## config.mk

```make
export PLATFORM = sky130hd
export DESIGN_NAME = uart_term_rx
export DESIGN_NICKNAME = d
export VERILOG_FILES = /design/src/rtl/uart_term_rx.sv
export SDC_FILE = /design/constraint.sdc
export NUM_CORES = 1
export LEC_CHECK = 0
export CAP_MARGIN = 30
export CORE_AREA = 8 8 99 101
export DETAILED_ROUTE_END_ITERATION = 8
export DIE_AREA = 0 0 107 109
export PLACE_DENSITY = 0.57
export SYNTH_ARGS = -nofsm -noshare
export SYNTH_HDL_FRONTEND = slang
export SYNTH_SLANG_ARGS = --single-unit
```

## constraint.sdc

```tcl
create_clock -name clk -period 3 [get_ports clk]
set_input_delay 0.3 -clock clk [delete_from_list [all_inputs] [get_ports clk]]
set_output_delay 0.3 -clock clk [all_outputs]
set_load 0.02 [all_outputs]
```

## src/rtl/uart_term_rx.sv

```systemverilog
// ============================================================================
// Module   : uart_term_rx
// Purpose  : Terminal-side 8N1 UART receiver with mid-bit sampling and a
//            show-ahead valid/ready FIFO.
// Revision : 1.0 - initial release
// ============================================================================
`default_nettype none

module uart_term_rx #(
   parameter int BAUD_DIV   = 234,
   parameter int FIFO_DEPTH = 4
) (
   input  logic       clk,
   input  logic       rst_n,
   input  logic       rx_i,
   output logic [7:0] rx_data_o,
   output logic       rx_valid_o,
   input  logic       rx_ready_i,
   output logic       frame_err_o,
   output logic       overrun_o,
   output logic       busy_o
);

   localparam int c_CNT_W = $clog2(BAUD_DIV);
   localparam int c_AW    = $clog2(FIFO_DEPTH);

   localparam logic [c_CNT_W-1:0] c_HALF_LOAD = c_CNT_W'(BAUD_DIV / 2 - 1);
   localparam logic [c_CNT_W-1:0] c_FULL_LOAD = c_CNT_W'(BAUD_DIV - 1);

   localparam logic [2:0] c_ST_IDLE  = 3'd0;
   localparam logic [2:0] c_ST_START = 3'd1;
   localparam logic [2:0] c_ST_DATA  = 3'd2;
   localparam logic [2:0] c_ST_STOP  = 3'd3;
   localparam logic [2:0] c_ST_BREAK = 3'd4;

   logic               r_sync1;
   logic               r_sync2;
   logic               r_rx_prev;
   logic [1:0]         r_warm;
   logic [2:0]         r_state;
   logic [c_CNT_W-1:0] r_cnt;
   logic [2:0]         r_bit_idx;
   logic [7:0]         r_shift;
   logic               r_frame_err;
   logic               r_overrun;
   logic [7:0]         r_mem [FIFO_DEPTH];
   logic [c_AW:0]      r_wr_ptr;
   logic [c_AW:0]      r_rd_ptr;

   logic w_expire;
   logic w_stop_ok;
   logic w_stop_bad;
   logic w_empty;
   logic w_full;
   logic w_pop;
   logic w_push;
   logic w_drop;

   assign w_expire   = (r_cnt == '0);
   assign w_stop_ok  = (r_state == c_ST_STOP) && w_expire && r_sync2;
   assign w_stop_bad = (r_state == c_ST_STOP) && w_expire && !r_sync2;
   assign w_empty    = (r_wr_ptr == r_rd_ptr);
   assign w_full     = (r_wr_ptr[c_AW] != r_rd_ptr[c_AW]) &&
                       (r_wr_ptr[c_AW-1:0] == r_rd_ptr[c_AW-1:0]);
   assign w_pop      = !w_empty && rx_ready_i;
   assign w_push     = w_stop_ok && (!w_full || w_pop);
   assign w_drop     = w_stop_ok && w_full && !w_pop;

   // The sync flops reset high, so r_rx_prev only reports "high" once rx_s
   // carries real line data; a line held low out of reset is not an edge.
   always_ff @(posedge clk or negedge rst_n) begin
      if (!rst_n) begin
         r_sync1   <= 1'b1;
         r_sync2   <= 1'b1;
         r_warm    <= 2'b00;
         r_rx_prev <= 1'b0;
      end else begin
         r_sync1   <= rx_i;
         r_sync2   <= r_sync1;
         r_warm    <= {r_warm[0], 1'b1};
         r_rx_prev <= r_sync2 & r_warm[1];
      end
   end

   always_ff @(posedge clk or negedge rst_n) begin
      if (!rst_n) begin
         r_state   <= c_ST_IDLE;
         r_cnt     <= '0;
         r_bit_idx <= '0;
         r_shift   <= '0;
      end else begin
         case (r_state)
            c_ST_IDLE: begin
               if (!r_sync2 && r_rx_prev) begin
                  r_cnt   <= c_HALF_LOAD;
                  r_state <= c_ST_START;
               end
            end
            c_ST_START: begin
               if (!w_expire) begin
                  r_cnt <= r_cnt - 1'b1;
               end else if (r_sync2) begin
                  r_state <= c_ST_IDLE;
               end else begin
                  r_cnt     <= c_FULL_LOAD;
                  r_bit_idx <= '0;
                  r_state   <= c_ST_DATA;
               end
            end
            c_ST_DATA: begin
               if (!w_expire) begin
                  r_cnt <= r_cnt - 1'b1;
               end else begin
                  r_shift[r_bit_idx] <= r_sync2;
                  r_cnt              <= c_FULL_LOAD;
                  if (r_bit_idx == 3'd7) begin
                     r_state <= c_ST_STOP;
                  end else begin
                     r_bit_idx <= r_bit_idx + 1'b1;
                  end
               end
            end
            c_ST_STOP: begin
               if (!w_expire) begin
                  r_cnt <= r_cnt - 1'b1;
               end else begin
                  r_state <= r_sync2 ? c_ST_IDLE : c_ST_BREAK;
               end
            end
            c_ST_BREAK: begin
               if (r_sync2) begin
                  r_state <= c_ST_IDLE;
               end
            end
            default: r_state <= c_ST_IDLE;
         endcase
      end
   end

   always_ff @(posedge clk or negedge rst_n) begin
      if (!rst_n) begin
         r_wr_ptr    <= '0;
         r_rd_ptr    <= '0;
         r_frame_err <= 1'b0;
         r_overrun   <= 1'b0;
         for (int i = 0; i < FIFO_DEPTH; i++) begin
            r_mem[i] <= '0;
         end
      end else begin
         r_frame_err <= w_stop_bad;
         r_overrun   <= w_drop;
         if (w_push) begin
            r_mem[r_wr_ptr[c_AW-1:0]] <= r_shift;
            r_wr_ptr                  <= r_wr_ptr + 1'b1;
         end
         if (w_pop) begin
            r_rd_ptr <= r_rd_ptr + 1'b1;
         end
      end
   end

   assign rx_data_o   = r_mem[r_rd_ptr[c_AW-1:0]];
   assign rx_valid_o  = !w_empty;
   assign frame_err_o = r_frame_err;
   assign overrun_o   = r_overrun;
   assign busy_o      = (r_state != c_ST_IDLE);

endmodule

`default_nettype wire

```

==> summary.log <==
qor: outcome.outcome completed
qor: timing.timing.fmax 0.375 GHz
qor: synth.syn_inst 252
qor: die.placeable_core_region 0.00838 mm²
qor: setup_path.critPathMaxStageDelay 0.58 ns
qor: synth.synth_common_cells 65 x sky130_fd_sc_hd__dfrtp_1, 43 x sky130_fd_sc_hd__mux2_2, 15 x sky130_fd_sc_hd__nand2_1
qor: routing.postRouteWirelength 6050 µm
qor: setup_path.worst-endpoint-arrival 2.90 ns
qor: clock_network.insertion_delay 0.34 ns
qor: placement.dpl-instance-area 0.00350 mm²
qor: pwr.static-leakage-power 1.68 nW
qor: routing.dr.max_layer_used met4
qor: cells_and_area.final_cell_area 0.00371 mm²
qor: global_routing.grt.total_usage 0.115
qor: die.start_util 0.383
qor: timing.period_needed 2.67 ns
qor: synth.syn_area_cell 12.7 µm²
qor: placement.post-dp-hpwl 4110 µm
qor: clock_network.clock_sink_count 67
qor: synth.synth_seq_cells 67
qor: die.placementRows 34
qor: timing.tightest_slew 0.783 ns
qor: synth.netlist_area 0.00321 mm²
qor: die.die-area 0.0117 mm²
qor: setup_path.critical_path.startpoint_type flip-flop
qor: clock_network.root_buffer sky130_fd_sc_hd__clkbuf_8
qor: timing.min_period_over_period 0.890
qor: job.max_cap_viol_count 0
qor: setup_path.r2r_end r_mem[0]
qor: placement.routabilityCongestion 0.805
qor: die.die_h 109 µm
qor: setup_path.worstPathMaxFanout 9
qor: cells_and_area.drive_above_1_share 0.289
qor: clock_network.post_cts_buffers 0
qor: routing.drt-initial-drc-count 95
qor: pwr.vdd_drop_max 0.331 mV
qor: synth.synthTopCellsByArea sky130_fd_sc_hd__dfrtp_1 51%, sky130_fd_sc_hd__mux2_2 15%, sky130_fd_sc_hd__mux4_2 5.6%, sky130_fd_sc_hd__ha_1 3.1%, sky130_fd_sc_hd__xnor2_1 1.9%
qor: setup_path.worst_ep_required_time 3.23 ns
qor: routing.detailedRoute.firstPassIterationCount 4
qor: timing.timing_hold_violations_final 0
qor: synth.share_of_the_synthesized_area_in_the_top_cell_type 0.507
qor: cells_and_area.antenna_diode_count 0
qor: cells_and_area.register_area 0.00168 mm²
qor: setup_path.timing.setup.critical_path_class flip-flop to flip-flop
qor: timing.timing_max_transition_violations_final 0
qor: timing.final-setup-viol-count 0
qor: setup_path.timing.critical_path.cells inv_1 -> ha_1 -> or3b_2 -> nor4_4 -> nand3_1 -> mux2_2
qor: setup_path.critical_path_slowest_stage_cell sky130_fd_sc_hd__or3b_2
qor: clock_network.tritoncts.num_buffers 9
qor: synth.postSynth.asyncResetShare 1.00
qor: cells_and_area.nets 284
qor: die.width_of_the_die 107 µm
qor: routing.final_antenna_net_count 0
qor: clock_network.clk_pin_slew_worst_paths 0.08 ns
qor: global_routing.grt_antenna_before_repair 0
qor: timing.slew_headroom 0.478
qor: placement.placedCellCount 369
qor: timing.fin_skew 0.00636 ns
qor: worst_hold_path.hold_class input pin to async pin
qor: cells_and_area.layout.filler_cells 783
qor: global_routing.grt_first_pass_wirelength 10400 µm
qor: routing.post_drt_via_cell_ratio 5.22
qor: die.count_of_boundary_i_o_pins 16
qor: timing.setup-tns-final 0 ns
qor: routing.drt-wirelength-per-cell 15.7 µm
qor: cells_and_area.area.growth.synth_to_final 15.6%
qor: synth.syn_nets 264
qor: global_routing.grt_overflow_total 0
qor: synth.synthMostInstantiatedCell sky130_fd_sc_hd__dfrtp_1
qor: cells_and_area.finish.cell_count_without_fillers 385
qor: setup_path.worst_r2r_path_depth 6
qor: clock_network.cts.htree.levels 3
qor: routing.dr_wl_met2 2790 µm
qor: setup_path.setup.worst_path.end_class flip-flop
qor: cells_and_area.multi_input_comb_area 0.00146 mm²
qor: synth.seq_area_frac_synth 0.523
qor: clock_network.cts_resized 0
qor: synth.synth-main-ff-cell sky130_fd_sc_hd__dfrtp_1
qor: clock_network.hold_buffers 0
qor: global_routing.grt_start_max_net_pins 35
qor: timing.rsz0062_at_grt no
qor: routing.drc 0
qor: routing.vias 2011
qor: synth.synth_cell_type_count 47
qor: clock_network.tritoncts done
qor: clock_network.max-clock-path-buffers 2
qor: routing.wl_met1 2950 µm
qor: synth.synth.largest_area_cell sky130_fd_sc_hd__dfrtp_1
qor: pwr.power.density 696 mW/mm²
qor: setup_path.rr_startpoint r_cnt[0]
qor: global_routing.first_global_vias 2039
qor: synth.edff_count_synth 0
qor: synth.yosys_warnings 0
qor: placement.io_buffer_count 15
qor: setup_path.r2r_setup_slack 0.33 ns
qor: routing.met3WireLength 200 µm
layer usage:
layer,GRT usage,up-vias
met3,0.0337,9
met1,0.147,1006
met4,0.0523,0
met2,0.178,23
li1,-,973
met5,0,-
report_power, final:
part           switching [mW]  internal, mW  total, mW  leakage [nW]
Combinational           0.296         0.302      0.598         0.679
Clock                   0.361         0.466      0.827         0.113
Sequential              0.175         0.983       1.16         0.891
Total                   0.831          1.75       2.58          1.68
critical path, delay by kind of cell (launching register included):
family | cells | cell delay [ns]
buffers and inverters | 1 | 0.07
adder cells (fa/ha/maj) | 1 | 0.19
AND/OR/NAND/NOR | 3 | 1.44
flip-flops | 1 | 0.41
multiplexers | 1 | 0.43
metrics by stage:
stage	setup WS, ns	utilization	total power [mW]	hold WS, ns
floorplan	0.495	-	1.60	0.00441
global placement	0.329	0.417	1.77	0.336
detailed placement	0.322	0.417	1.78	0.335
CTS	0.303	0.443	2.62	0.0660
global route	0.180	0.443	2.74	0.102
finish	0.331	0.443	2.58	0.0300
cell usage in the layout, fill, tap and decap left out, types with 2 or more instances in the layout:
cell	n
sky130_fd_sc_hd__a31oi_1	4
sky130_fd_sc_hd__or3_1	2
sky130_fd_sc_hd__a21oi_1	5
sky130_fd_sc_hd__nand3_1	7
sky130_fd_sc_hd__nor2b_1	4
sky130_fd_sc_hd__inv_1	8
sky130_fd_sc_hd__dfstp_2	2
sky130_fd_sc_hd__o31ai_1	5
sky130_fd_sc_hd__ha_1	8
sky130_fd_sc_hd__clkinv_2	3
sky130_fd_sc_hd__a21o_1	2
sky130_fd_sc_hd__nand4_1	6
sky130_fd_sc_hd__and2_1	2
sky130_fd_sc_hd__o2bb2ai_1	2
sky130_fd_sc_hd__mux2_2	43
sky130_fd_sc_hd__clkbuf_8	9
sky130_fd_sc_hd__nor3_1	3
sky130_fd_sc_hd__xnor2_1	7
sky130_fd_sc_hd__clkdlybuf4s50_1	14
sky130_fd_sc_hd__nor4_1	2
sky130_fd_sc_hd__buf_4	4
sky130_fd_sc_hd__mux4_2	8
sky130_fd_sc_hd__nor2_1	6
sky130_fd_sc_hd__nand2_1	15
sky130_fd_sc_hd__or4_1	4
sky130_fd_sc_hd__dfrtp_1	65
sky130_fd_sc_hd__nand3b_1	3
sky130_fd_sc_hd__bufinv_16	2
sky130_fd_sc_hd__nor3b_1	2
sky130_fd_sc_hd__clkinv_4	2
sky130_fd_sc_hd__o21ai_0	6
sky130_fd_sc_hd__a22o_1	2
how the worst max path moves through the flow:
stage	startpoint	end	slack [ns]	cells after the start
2_1_floorplan	r_cnt[0]	r_cnt[7]	0.50	8
3_3_place_gp	r_cnt[0]	r_mem[3]	0.33	6
3_5_place_dp	r_cnt[0]	r_mem[0]	0.32	6
4_1_cts	r_cnt[0]	r_mem[0]	0.30	6
5_1_grt	r_cnt[0]	r_mem[1]	0.18	6
6_report	r_cnt[0]	r_mem[0]	0.33	6
flip-flops by register name, indices dropped and copies added (netlist names):
signal	count
r_mem	32
r_cnt	8
r_shift	8
r_bit_idx	3
r_rd_ptr	3
r_state	3
r_wr_ptr	3
r_warm	2
frame_err_o	1
overrun_o	1
r_rx_prev	1
r_sync1	1
r_sync2	1
cell type report:
type / instances / area share
timing repair buffer: 20 / 0.0526
multi-input combinational: 166 / 0.392
clock inverter: 7 / 0.0249
clock buffer: 9 / 0.0334
tap: 108 / 0.0364
sequential: 67 / 0.452
inverter: 8 / 0.00809
cell families (layout without fill, tap and decap cells):
group | Yosys count | after routing | share of synthesized area
AOI/OAI and AO/OA | 32 | 32 | 0.0690
xor gates and xnor gates | 8 | 8 | 0.0218
adders and majority gates | 8 | 8 | 0.0312
buffers and inverters | 19 | 44 | 0.0234
DFF | 67 | 67 | 0.523
muxes | 52 | 52 | 0.210
other | 1 | 1 | 0.00117
and+or+nand+nor | 65 | 65 | 0.120
Power figures use the tool's default switching activity.
